$ cat src/rtl/bus_ctrl_seq_if.sv
// Handshake and strobe bundle between the instruction source and the bus sequencer.
// BUS_CTRL_HALT_EN adds the sticky halted status line.
interface bus_ctrl_seq_if #(
    parameter int NREG = 8,
    parameter int IW   = 9
);
    logic            run;
    logic [IW-1:0]   instr;
    logic [NREG-1:0] r_in;
    logic [NREG-1:0] r_out;
    logic            a_in;
    logic            g_in;
    logic            g_out;
    logic            din_out;
    logic            alu_sub;
    logic            busy;
    logic            done;
    logic            err;
`ifdef BUS_CTRL_HALT_EN
    logic            halted;

    modport master (output run, instr,
                    input  r_in, r_out, a_in, g_in, g_out, din_out, alu_sub, busy, done, err, halted);
    modport slave  (input  run, instr,
                    output r_in, r_out, a_in, g_in, g_out, din_out, alu_sub, busy, done, err, halted);
`else
    modport master (output run, instr,
                    input  r_in, r_out, a_in, g_in, g_out, din_out, alu_sub, busy, done, err);
    modport slave  (input  run, instr,
                    output r_in, r_out, a_in, g_in, g_out, din_out, alu_sub, busy, done, err);
`endif
endinterface

$ cat src/rtl/bus_ctrl_seq.sv
// Multi-cycle control sequencer for the shared 16-bit tri-state datapath bus.
// Optional macro BUS_CTRL_HALT_EN turns opcode 111 into a sticky halt.
module bus_ctrl_seq #(
    parameter int NREG = 8,
    parameter int IW   = 9
) (
    input  logic          clk,
    input  logic          rst,
    bus_ctrl_seq_if.slave bus
);
    localparam logic [1:0] ST_IDLE = 2'd0;
    localparam logic [1:0] ST_T1   = 2'd1;
    localparam logic [1:0] ST_T2   = 2'd2;
    localparam logic [1:0] ST_T3   = 2'd3;

    localparam logic [2:0] OP_MV   = 3'b000;
    localparam logic [2:0] OP_MVI  = 3'b001;
    localparam logic [2:0] OP_ADD  = 3'b010;
    localparam logic [2:0] OP_SUB  = 3'b011;
    localparam logic [2:0] OP_HALT = 3'b111;

    logic [1:0]      r_state;
    logic [1:0]      w_state_nxt;
    logic [IW-1:0]   r_ir;
    logic [2:0]      w_op;
    logic [2:0]      w_rx;
    logic [2:0]      w_ry;
    logic [NREG-1:0] w_rx_oh;
    logic [NREG-1:0] w_ry_oh;
    logic            w_op_ok;
    logic            w_illegal;
    logic            w_accept;
    logic            w_halt_now;

    function automatic logic [NREG-1:0] f_onehot(input logic [2:0] idx);
        logic [7:0] v;
        v = 8'd1 << idx;
        return v[NREG-1:0];
    endfunction

    assign w_op    = r_ir[8:6];
    assign w_rx    = r_ir[5:3];
    assign w_ry    = r_ir[2:0];
    assign w_rx_oh = f_onehot(w_rx);
    assign w_ry_oh = f_onehot(w_ry);

    // Opcode legality; halt only exists when the feature is built in
    always_comb begin
        case (w_op)
            OP_MV, OP_MVI, OP_ADD, OP_SUB: w_op_ok = 1'b1;
`ifdef BUS_CTRL_HALT_EN
            OP_HALT:                       w_op_ok = 1'b1;
`endif
            default:                       w_op_ok = 1'b0;
        endcase
    end

    assign w_illegal  = !w_op_ok || (int'(w_rx) >= NREG) || (int'(w_ry) >= NREG);
    assign w_halt_now = (r_state == ST_T1) && !w_illegal && (w_op == OP_HALT);

`ifdef BUS_CTRL_HALT_EN
    logic r_halted;

    // Sticky halt flag, cleared only by reset
    always_ff @(posedge clk or negedge rst) begin
        if (!rst) begin
            r_halted <= 1'b0;
        end else if (w_halt_now) begin
            r_halted <= 1'b1;
        end
    end

    assign bus.halted = r_halted;
    assign w_accept   = (r_state == ST_IDLE) && bus.run && !r_halted;
`else
    assign w_accept   = (r_state == ST_IDLE) && bus.run && !w_halt_now;
`endif

    // Next-state: only add/sub continue past T1
    always_comb begin
        w_state_nxt = r_state;
        case (r_state)
            ST_IDLE: w_state_nxt = w_accept ? ST_T1 : ST_IDLE;
            ST_T1: begin
                if (!w_illegal && ((w_op == OP_ADD) || (w_op == OP_SUB))) begin
                    w_state_nxt = ST_T2;
                end else begin
                    w_state_nxt = ST_IDLE;
                end
            end
            ST_T2:   w_state_nxt = ST_T3;
            ST_T3:   w_state_nxt = ST_IDLE;
            default: w_state_nxt = ST_IDLE;
        endcase
    end

    // State and instruction register
    always_ff @(posedge clk or negedge rst) begin
        if (!rst) begin
            r_state <= ST_IDLE;
            r_ir    <= '0;
        end else begin
            r_state <= w_state_nxt;
            if (w_accept) begin
                r_ir <= bus.instr;
            end
        end
    end

    // Strobe decode from state and IR only, so reset silences the bus at once
    always_comb begin
        bus.r_in    = '0;
        bus.r_out   = '0;
        bus.a_in    = 1'b0;
        bus.g_in    = 1'b0;
        bus.g_out   = 1'b0;
        bus.din_out = 1'b0;
        bus.alu_sub = 1'b0;
        bus.done    = 1'b0;
        bus.err     = 1'b0;
        bus.busy    = (r_state != ST_IDLE);
        case (r_state)
            ST_T1: begin
                if (w_illegal) begin
                    bus.done = 1'b1;
                    bus.err  = 1'b1;
                end else begin
                    case (w_op)
                        OP_MV: begin
                            bus.r_out = w_ry_oh;
                            bus.r_in  = w_rx_oh;
                            bus.done  = 1'b1;
                        end
                        OP_MVI: begin
                            bus.din_out = 1'b1;
                            bus.r_in    = w_rx_oh;
                            bus.done    = 1'b1;
                        end
                        OP_ADD, OP_SUB: begin
                            bus.r_out = w_rx_oh;
                            bus.a_in  = 1'b1;
                        end
                        default: bus.done = 1'b1;
                    endcase
                end
            end
            ST_T2: begin
                bus.r_out   = w_ry_oh;
                bus.g_in    = 1'b1;
                bus.alu_sub = w_op[0];
            end
            ST_T3: begin
                bus.g_out = 1'b1;
                bus.r_in  = w_rx_oh;
                bus.done  = 1'b1;
            end
            default: bus.busy = 1'b0;
        endcase
    end
endmodule

$ cat src/flat_wrapper.sv
// flat-port wrapper written by rule: the top's interface ports become plain ports
module bus_ctrl_seq_flat 
#(
    parameter int NREG = 8,
    parameter int IW   = 9
)
  (clk, rst, bus_run, bus_instr, bus_r_in, bus_r_out, bus_a_in, bus_g_in, bus_g_out, bus_din_out, bus_alu_sub, bus_busy, bus_done, bus_err);
  bus_ctrl_seq_if #(.NREG(NREG), .IW(IW)) bus_i ();
  input  logic clk;
  input  logic rst;
  input wire logic [$bits(bus_i.run)-1:0] bus_run;
  input wire logic [$bits(bus_i.instr)-1:0] bus_instr;
  output wire logic [$bits(bus_i.r_in)-1:0] bus_r_in;
  output wire logic [$bits(bus_i.r_out)-1:0] bus_r_out;
  output wire logic [$bits(bus_i.a_in)-1:0] bus_a_in;
  output wire logic [$bits(bus_i.g_in)-1:0] bus_g_in;
  output wire logic [$bits(bus_i.g_out)-1:0] bus_g_out;
  output wire logic [$bits(bus_i.din_out)-1:0] bus_din_out;
  output wire logic [$bits(bus_i.alu_sub)-1:0] bus_alu_sub;
  output wire logic [$bits(bus_i.busy)-1:0] bus_busy;
  output wire logic [$bits(bus_i.done)-1:0] bus_done;
  output wire logic [$bits(bus_i.err)-1:0] bus_err;
  assign bus_i.run = bus_run;
  assign bus_i.instr = bus_instr;
  assign bus_r_in = bus_i.r_in;
  assign bus_r_out = bus_i.r_out;
  assign bus_a_in = bus_i.a_in;
  assign bus_g_in = bus_i.g_in;
  assign bus_g_out = bus_i.g_out;
  assign bus_din_out = bus_i.din_out;
  assign bus_alu_sub = bus_i.alu_sub;
  assign bus_busy = bus_i.busy;
  assign bus_done = bus_i.done;
  assign bus_err = bus_i.err;
  bus_ctrl_seq #(.NREG(NREG), .IW(IW)) u_core (.clk(clk), .rst(rst), .bus(bus_i));
endmodule
$ cat config.mk
export PLATFORM = sky130hd
export DESIGN_NAME = bus_ctrl_seq_flat
export DESIGN_NICKNAME = d
export VERILOG_FILES = /design/src/rtl/bus_ctrl_seq_if.sv /design/src/rtl/bus_ctrl_seq.sv /design/src/flat_wrapper.sv
export SDC_FILE = /design/constraint.sdc
export NUM_CORES = 1
export LEC_CHECK = 0
export BUFFER_PORTS_ARGS = -buffer_cell sky130_fd_sc_hd__buf_2
export CAP_MARGIN = 20
export CORE_MARGIN = 1.5
export CORE_UTILIZATION = 44
export DETAILED_ROUTE_END_ITERATION = 10
export GPL_ROUTABILITY_DRIVEN = 0
export PLACE_DENSITY = 0.77
export SLEW_MARGIN = 20
export SYNTH_ARGS = -nofsm -noshare
export SYNTH_HDL_FRONTEND = slang
export SYNTH_SLANG_ARGS = --single-unit
$ cat constraint.sdc
create_clock -name clk -period 1.6 [get_ports clk]
set_input_delay 0.16 -clock clk [delete_from_list [all_inputs] [get_ports clk]]
set_output_delay 0.16 -clock clk [all_outputs]
set_load 0.03 [all_outputs]
==> results of run 1 <==
-- kinds of logic after synthesis --
logic type	count (synthesis)	share of synthesized area [%]
AO/OA/AOI/OAI	14	13.1
adder cells (fa/ha/maj)	4	6.90
buffers and inverters	4	2.07
flip-flops	11	37.9
multiplexers	9	14.0
AND/OR/NAND/NOR	30	26.0
-- metrics by stage --
step | instances | utilization [%] | TNS (ps) | setup WS (ps) | instance area, um^2
after floorplan | 72 | - | -680 | -175 | 913
after global placement | 139 | 80.6 | -954 | -108 | 1230
after detailed placement | 139 | 80.6 | -1680 | -151 | 1230
==> metrics.md, run 1 <==
| Metric | Value |
|---|---|
| Status | aborted with a tool error |
| Failed at | 4_1_cts |
| Tool error | [ERROR DPL-0038] Utilization greater than 100%, impossible to legalize |
| Synth top area share | 37.9% |
| Buffer count from post-CTS setup fixing | 8 |
| Asr flop ratio synth | 100% |
| DIE HEIGHT | 43.6 um |
| Post-DP HPWL | 1700 um |
| DIE WIDTH | 43.6 um |
| Syn_nets | 88 |
| #FFs+latches synth | 11 |
| # clock sinks | 11 |
| Mapped Avg Cell Area | 10.1 um^2 |
| Synthesized area | 726 um^2 |
| Top-count cell post-synth | dfrtp_1 |
| Std cell rows | 14 |
| Top cell type by total area after synthesis | dfrtp_1 |
| Post-synth cell types | 22 |
| Top cells by area, synth | dfrtp_1, mux2_2, ha_1 |
| Starting density of the core | 47.6% |
| Commonest cells post-synth | dfrtp_1, mux2_2, nor2_1 |
| CTS Buffer Depth | 2 |
| Htree depth | 1 |
| Syn. warnings | 0 |
| Mapped Cells | 72 |
| Main flop type after synthesis | dfrtp_1 |
| Seq/Total Area, Yosys | 37.9% |
| I/O Buffers | 35 |
| Clk root buf | clkbuf_4 |
| Post-synth EDFFs | 0 |
| Post-CTS Hold Fix Bufs | 1 |
| Inserted Clock Buffers | 3 |
| PostCTS Resize Cnt | 64 |
| I/O pin cnt | 36 |
==> run 2, diff against run 1 <==
CORE_AREA = 2 2 63 65   (was not set)
CORE_MARGIN = not set   (was 1.5)
CORE_UTILIZATION = not set   (was 44)
DIE_AREA = 0 0 65 67   (was not set)
PLACE_DENSITY = not set   (was 0.77)
PLACE_DENSITY_LB_ADDON = 0.15   (was not set)
==> run 2 against run 1 <==
Effect of this change: the flow now finishes, with violations (negative setup slack); synthesized cell count unchanged; area after synthesis is the same.
==> metrics.md, run 2 <==
| Metric | Value |
|---|---|
| Starting density of the core | 20.1% (-27 points) |
| CP endpoint kind | output port |
| Top cell type by total area after synthesis | dfrtp_1 |
| Vias/cell | 4.24 |
| Status | finished, violations left |
| RSZ-0062 raised after global routing | true |
| Layout Nets | 155 |
| Most common cell on crit path | buf_6 |
| Psw | 1.38 mW |
| Syn_nets | 88 (unchanged) |
| Crit path kind | flip-flop to output port |
| Number of routed nets with antenna violations | 0 |
| Top-count cell post-synth | dfrtp_1 |
| Fill cells | 343 |
| Max Used Layer | met4 |
| Clock transition at path regs | 50 ps |
| Most common cell after layout, fill and taps aside | buf_4 |
| # DRC | 0 |
| Detailed route wirelength on metal3 | 38 um |
| CP endpoint | bus_r_out[4] |
| Worst-Margin Slew | 475 ps |
| Commonest cells post-synth | dfrtp_1, mux2_2, nor2_1 |
| Power share of the clock group | 9.2% |
| Final Skew | 5.63 ps |
| DIE HEIGHT | 67 um (+54%) |
| VDD IR max | 0.602 mV |
| PnR worst setup slack | -308 ps |
| Seq/Total Area, Yosys | 37.9% (unchanged) |
| Wire per inst | 12.3 um |
| Inserted Clock Buffers | 3 (unchanged) |
| Fmax achieved | 524 MHz |
| Final Max Slew Viols | 0 |
| CP Depth | 6 |
| Final period utilization | 119% |
| # clock sinks | 11 (unchanged) |
| CTS Buffer Depth | 2 (unchanged) |
| Initial antenna violation count | 0 |
| TritonRoute pass-1 iters | 3 |
| CP delay by family, top | simple AND/OR/NAND/NOR gates |
| Final setup vio count | 20 |
| Post-DP HPWL | 1890 um (+11%) |
| Failing checks | negative setup slack |
| Crit-path cells | inv_2, ha_4, or3b_4, buf_6, o22ai_4, buf_6 |
| Asr flop ratio synth | 100% (unchanged) |
| R2r endpoint | u_core.r_state[0]$_DFF_PN0_ |
| Post-layout util | 44.8% |
| CTS tree | done |
| Total wire length | 2280 um |
| Seq pwr share | 22.2% |
| DRT iter0 DRCs | 5 |
| Vias | 788 |
| Top cells by area, synth | dfrtp_1, mux2_2, ha_1 |
| Synthesized area | 726 um^2 (unchanged) |
| Clk Latency, worst-skew pair | 230 ps |
| Std cell rows | 22 (+8) |
| Max FO, Critical Path | 3 |
| Critical path's largest stage delay | 400 ps |
| Most frequent cells in the layout | buf_4, buf_6, buf_2 |
| Layout cells sized above 1 | 78.3% |
| Clk root buf | clkbuf_8 |
| Comb power frac | 68.5% |
| Largest net degree at the start of global routing | 12 |
| Main flop type after synthesis | dfrtp_1 |
| Power Dens Cells | 1850 nW/um^2 |
| Relative slew slack | 68.4% |
| Largest registers | u_core.r_ir (9), u_core.r_state (1) |
| I/O Buffers | 35 (unchanged) |
| Vias in the first global route | 765 |
| I/O pin cnt | 36 (unchanged) |
| Min-delay src | bus_instr[6] |
| # diodes | 0 |
| Dpl ws | -186 ps (-34.6 ps) |
| Sw Ratio | 46.2% |
| Syn-to-layout area delta | 122% |
| Met1 wire length | 1010 um |
| FF-to-FF Start | u_core.r_state[0]$_DFF_PN0_ |
| Biggest register | u_core.r_ir |
| Htree depth | 1 (unchanged) |
| Post-synth cell types | 22 (unchanged) |
| Flop2flop setup slack | 220 ps |
| Syn. warnings | 0 (unchanged) |
| Max reg flops | 9 |
| MaxCap Viol Count | 0 |
| #FFs+latches synth | 11 (unchanged) |
| Synth top area share | 37.9% (unchanged) |
| Met2 WL | 1220 um |
| Crit path buf inv count | 3 |
| Leakage | 0.661 nW |
| Die footprint | 4360 um^2 |
| Hold Crit Class | primary input to flip-flop |
| Final Hold Vio Count | 0 |
| Critical Path RT | 1440 ps |
| Finished Layout Cells | 186 |
| Slowest CP cell | or3b_4 |
| Power Internal | 1.61 mW |
| Final min period | 1910 ps |
| Gr ovfl total | 0 |
| Global-route wire length before repair | 3760 um |
| Critical Path Source | u_core.r_state[0]$_DFF_PN0_ |
| Mapped Avg Cell Area | 10.1 um^2 (unchanged) |
| Total core area | 3610 um^2 |
| Mapped Cells | 72 (unchanged) |
| Tot GR Track Use | 11.6% |
| Startpoint Class | flip-flop |
| Post-Place Cells | 173 (+24%) |
| Post-synth EDFFs | 0 (unchanged) |
| Worst path arrival time | 1750 ps |
| DIE WIDTH | 65 um (+49%) |
| Reg2Reg Depth | 8 |
==> run 2: cell counts after synthesis <==
Identical to the previous run, type by type.
==> run 2: metrics by stage <==
stage          hold WS [ps]  setup TNS, ps  power (mW)  cell area, um^2
2_1_floorplan          -136           -680        1.74              913
3_3_place_gp           39.0          -2240        2.33             1300
3_5_place_dp           46.7          -2060        2.34             1300
4_1_cts                 155          -4220        2.90             1550
5_1_grt                 150          -6800        3.20             1610
6_report                155          -5210        2.99             1610
==> run 2: what timing repair did <==
action	CTS	global route
pin swaps	6	9
setup endpoints to repair	20	21
buffers inserted	3	7
hold buffers	1	0
hold endpoints to repair	11	0
resized for setup	45	10
==> run 2: power groups by stage <==
stage / Clock [mW] / Sequential (mW) / Combinational [mW]
finish: 0.276 / 0.664 / 2.05
floorplan: 0 / 0.611 / 1.13
global route: 0.302 / 0.705 / 2.19
global placement: 0 / 0.637 / 1.69
detailed placement: 0 / 0.641 / 1.70
CTS: 0.283 / 0.663 / 1.95
==> run 2: metal layers <==
layer,GRT usage [%],vias to the layer above
li1,-,396
met5,0,-
met2,19.1,14
met4,4.79,0
met3,1.01,2
met1,15.4,376
==> run 2: worst min path at each step <==
| stage | cells after the start | slack, ps | end |
|---|---|---|---|
| 2_1_floorplan | 0 | -140 | asynchronous set/reset pin |
| 3_3_place_gp | 1 | 40 | asynchronous set/reset pin |
| 3_5_place_dp | 1 | 50 | asynchronous set/reset pin |
| 4_1_cts | 2 | 160 | u_core.r_ir[6]$_DFFE_PN0P_ |
| 5_1_grt | 2 | 150 | u_core.r_ir[8]$_DFFE_PN0P_ |
| 6_report | 2 | 160 | u_core.r_ir[6]$_DFFE_PN0P_ |
==> run 2: cell type report <==
cell class                 instances  area, um^2  area share [%]
sequential                        11         275            17.1
multi-input combinational         57         708            43.9
clock buffer                       4        45.0            2.79
tap                               48        60.1            3.72
inverter                           4        15.0           0.930
timing repair buffer              62         510            31.6
==> run 2: kinds of logic after synthesis <==
| kind of cell | Yosys count | synth area share [%] |
|---|---|---|
| simple gates | 30 | 26.0 |
| fa+ha+maj | 4 | 6.90 |
| compound gates | 14 | 13.1 |
| flops | 11 | 37.9 |
| mux | 9 | 14.0 |
| buf+inv | 4 | 2.07 |
==> run 2: worst register-to-register path, cell delays in order, from the launching register on <==
cell     delay, ps
dfrtp_1        390
inv_2           70
buf_4          130
buf_4          130
ha_4           170
buf_4          130
buf_4          130
inv_1           40
o21ai_0         70
No activity file was read; power rests on OpenSTA's default activity.
==> run 3, diff against run 2 <==
--- a/constraint.sdc
+++ b/constraint.sdc
@@ -3,2 +3,2 @@
 set_output_delay 0.16 -clock clk [all_outputs]
-set_load 0.03 [all_outputs]
+set_load 0.005 [all_outputs]
==> run 3 against run 2 <==
Effect of this change: the run still ends with negative setup slack left; critical path depth shrank 1; core utilization shrank 11 points; global-route usage is 1.3 points lower; wire length shrank 7.6%; power down 28%; clock skew decreased by 1.8 ps; fmax is 3.1% higher; sequential share of layout area rose by 5.4 points; critical endpoint is now bus_r_out[0]; highest routed layer unchanged.
==> metrics.md, run 3 (synthesized netlist as in run 2, its figures left out) <==
| Metric | Value |
|---|---|
| Status | finished, violations left |
| Failing checks | negative setup slack |
| Startpoint Class | flip-flop |
| Max FO, Critical Path | 3 (unchanged) |
| Min-delay src | bus_instr[7] |
| Critical path's largest stage delay | 400 ps (about the same) |
| Global-route wire length before repair | 3340 um (-11%) |
| Clk Latency, worst-skew pair | 230 ps (about the same) |
| Std cell rows | 22 (unchanged) |
| Clock transition at path regs | 50 ps (about the same) |
| Critical Path RT | 1440 ps (about the same) |
| CP endpoint kind | output port |
| Finished Layout Cells | 172 (-7.5%) |
| Worst path arrival time | 1690 ps (-60 ps) |
| MaxCap Viol Count | 0 (unchanged) |
| Die footprint | 4360 um^2 (unchanged) |
| Largest registers | u_core.r_ir (9), u_core.r_state (1) |
| Final period utilization | 116% (-3.6 points) |
| Hold depth | 2 (unchanged) |
| Final instance area | 1230 um^2 (-24%) |
| Number of routed nets with antenna violations | 0 (unchanged) |
| DRT iter0 DRCs | 25 (+20) |
| Most frequent cells in the layout | buf_2, buf_4, dfrtp_1 |
| Final min period | 1850 ps (-57.7 ps) |
| Htree depth | 1 (unchanged) |
| Final TNS setup | -1870 ps (+3340 ps) |
| Inserted Clock Buffers | 3 (unchanged) |
| Max reg flops | 9 (unchanged) |
| Vias | 737 (-6.5%) |
| Tot GR Track Use | 10.2% (-1.3 points) |
| CTS Buffer Depth | 2 (unchanged) |
| Relative slew slack | 75.9% (+7.5 points) |
| Final Skew | 3.82 ps (-1.81 ps) |
| Crit path kind | flip-flop to output port |
| RSZ-0062 raised after global routing | true |
| Fill cells | 405 (+18%) |
| FF-to-FF Start | u_core.r_state[0]$_DFF_PN0_ |
| VDD IR max | 0.388 mV (-36%) |
| Layout Nets | 141 (-9.0%) |
| Crit-path cells | inv_2, ha_1, or3b_4, o32ai_2, buf_2 |
| Total core area | 3610 um^2 (unchanged) |
| Reg2Reg Depth | 5 (-3) |
| Worst Hold Endpoint | u_core.r_ir[7]$_DFFE_PN0P_ |
| Wire per inst | 12.2 um (-0.11%) |
| I/O pin cnt | 36 (unchanged) |
| Power Internal | 1.29 mW (-20%) |
| Initial antenna violation count | 0 (unchanged) |
| Post-layout util | 34.2% (-11 points) |
| Largest net degree at the start of global routing | 12 (unchanged) |
| Syn-to-layout area delta | 70.0% |
| I/O Buffers | 35 (unchanged) |
| DIE HEIGHT | 67 um (unchanged) |
| Power share of the clock group | 12.3% (+3.1 points) |
| Biggest register | u_core.r_ir |
| Flop2flop setup slack | 220 ps (about the same) |
| # DRC | 0 (unchanged) |
| Seq pwr share | 30.9% (+8.7 points) |
| Total wire length | 2110 um (-7.6%) |
| Psw | 0.871 mW (-37%) |
| Worst-Margin Slew | 362 ps (-113 ps) |
| Final Hold Vio Count | 0 (unchanged) |
| CTS tree | done |
| Vias in the first global route | 709 (-7.3%) |
| TritonRoute pass-1 iters | 2 (-1) |
| Slowest CP cell | dfrtp_2 |
| Post-Place Cells | 165 (-4.6%) |
| Starting density of the core | 20.1% (unchanged) |
| PnR worst setup slack | -250 ps (+57.7 ps) |
| Layout cells sized above 1 | 64.5% (-14 points) |
| Comb power frac | 56.8% (-12 points) |
| # diodes | 0 (unchanged) |
| Final setup vio count | 16 (-20%) |
| Clk root buf | clkbuf_8 |
| # clock sinks | 11 (unchanged) |
| Final Max Slew Viols | 0 (unchanged) |
| Vias/cell | 4.28 (+1.1%) |
| DIE WIDTH | 65 um (unchanged) |
| Fmax achieved | 540 MHz (+3.1%) |
| Sw Ratio | 40.3% (-5.8 points) |
| R2r endpoint | u_core.r_ir[4]$_DFFE_PN0P_ |
| Leakage | 0.570 nW (-14%) |
| Post-DP HPWL | 1720 um (-9.1%) |
| Power Dens Cells | 1750 nW/um^2 (-5.5%) |
| Placed Area | 1050 um^2 (-19%) |
| Most common cell after layout, fill and taps aside | buf_2 |
| Gr ovfl total | 0 (unchanged) |
| Hold Crit Class | primary input to flip-flop |
==> run 3: power groups by stage <==
| stage | logic, mW | clock network [mW] | registers, mW |
|---|---|---|---|
| 2_1_floorplan | 0.597 | 0 | 0.568 |
| 3_3_place_gp | 1.03 | 0 | 0.619 |
| 3_5_place_dp | 1.04 | 0 | 0.628 |
| 4_1_cts | 1.15 | 0.276 | 0.643 |
| 5_1_grt | 1.35 | 0.287 | 0.696 |
| 6_report | 1.23 | 0.266 | 0.667 |
==> run 3: metrics by stage <==
stage / hold WS, ps / worst slack, ps / total power [mW]
final: 157 / -250 / 2.16
after global routing: 161 / -341 / 2.33
after CTS: 159 / -249 / 2.07
after detailed placement: 41.0 / -35.0 / 1.67
after global placement: 35.8 / -34.6 / 1.65
after floorplan: -136 / 26.7 / 1.17
==> run 3: routing by layer <==
layer / global-route usage [%] / part of all wire [%] / up-vias
met1: 12.0 / 44 / 342
met5: 0 / 0 / -
met3: 0.676 / 4.2 / 4
met4: 7.18 / 2.0 / 0
li1: - / - / 368
met2: 17.7 / 50 / 23
==> run 3: how the worst max path moves through the flow <==
stage | from | endpoint | slack, ps | depth (start not counted)
6_report | u_core.r_state[0]$_DFF_PN0_ | bus_r_out[0] | -250 | 5
5_1_grt | u_core.r_state[0]$_DFF_PN0_ | bus_r_out[0] | -340 | 5
4_1_cts | u_core.r_state[0]$_DFF_PN0_ | bus_r_out[0] | -250 | 5
3_5_place_dp | u_core.r_state[0]$_DFF_PN0_ | bus_r_out[0] | -40 | 5
3_3_place_gp | u_core.r_state[0]$_DFF_PN0_ | bus_r_out[0] | -30 | 5
2_1_floorplan | u_core.r_state[0]$_DFF_PN0_ | bus_r_out[0] | 30 | 4
==> run 3: layout make-up <==
type | count | area, um^2 | share of cell area, %
tap | 48 | 60.1 | 4.87
clock buffer | 4 | 45.0 | 3.65
sequential | 11 | 277 | 22.4
multi-input combinational | 57 | 549 | 44.5
inverter | 4 | 15.0 | 1.22
timing repair buffer | 48 | 288 | 23.3
==> run 3: worst max-delay path: cells and delay by family (launching register included) <==
kind	cells	cell delay [ps]
AO/OA/AOI/OAI	1	190
adder cells (fa/ha/maj)	1	280
buffers and inverters	2	200
flip-flops	1	400
AND/OR/NAND/NOR	1	390
==> run 3: timing repair <==
item                       in CTS  in global routing
gates resized for setup        15                 10
gates cloned                    0                  0
setup buffers                   1                  2
hold buffers                    1                  0
setup endpoints to repair      17                 19
hold endpoints to repair       11                  0
pin swaps                       0                  9
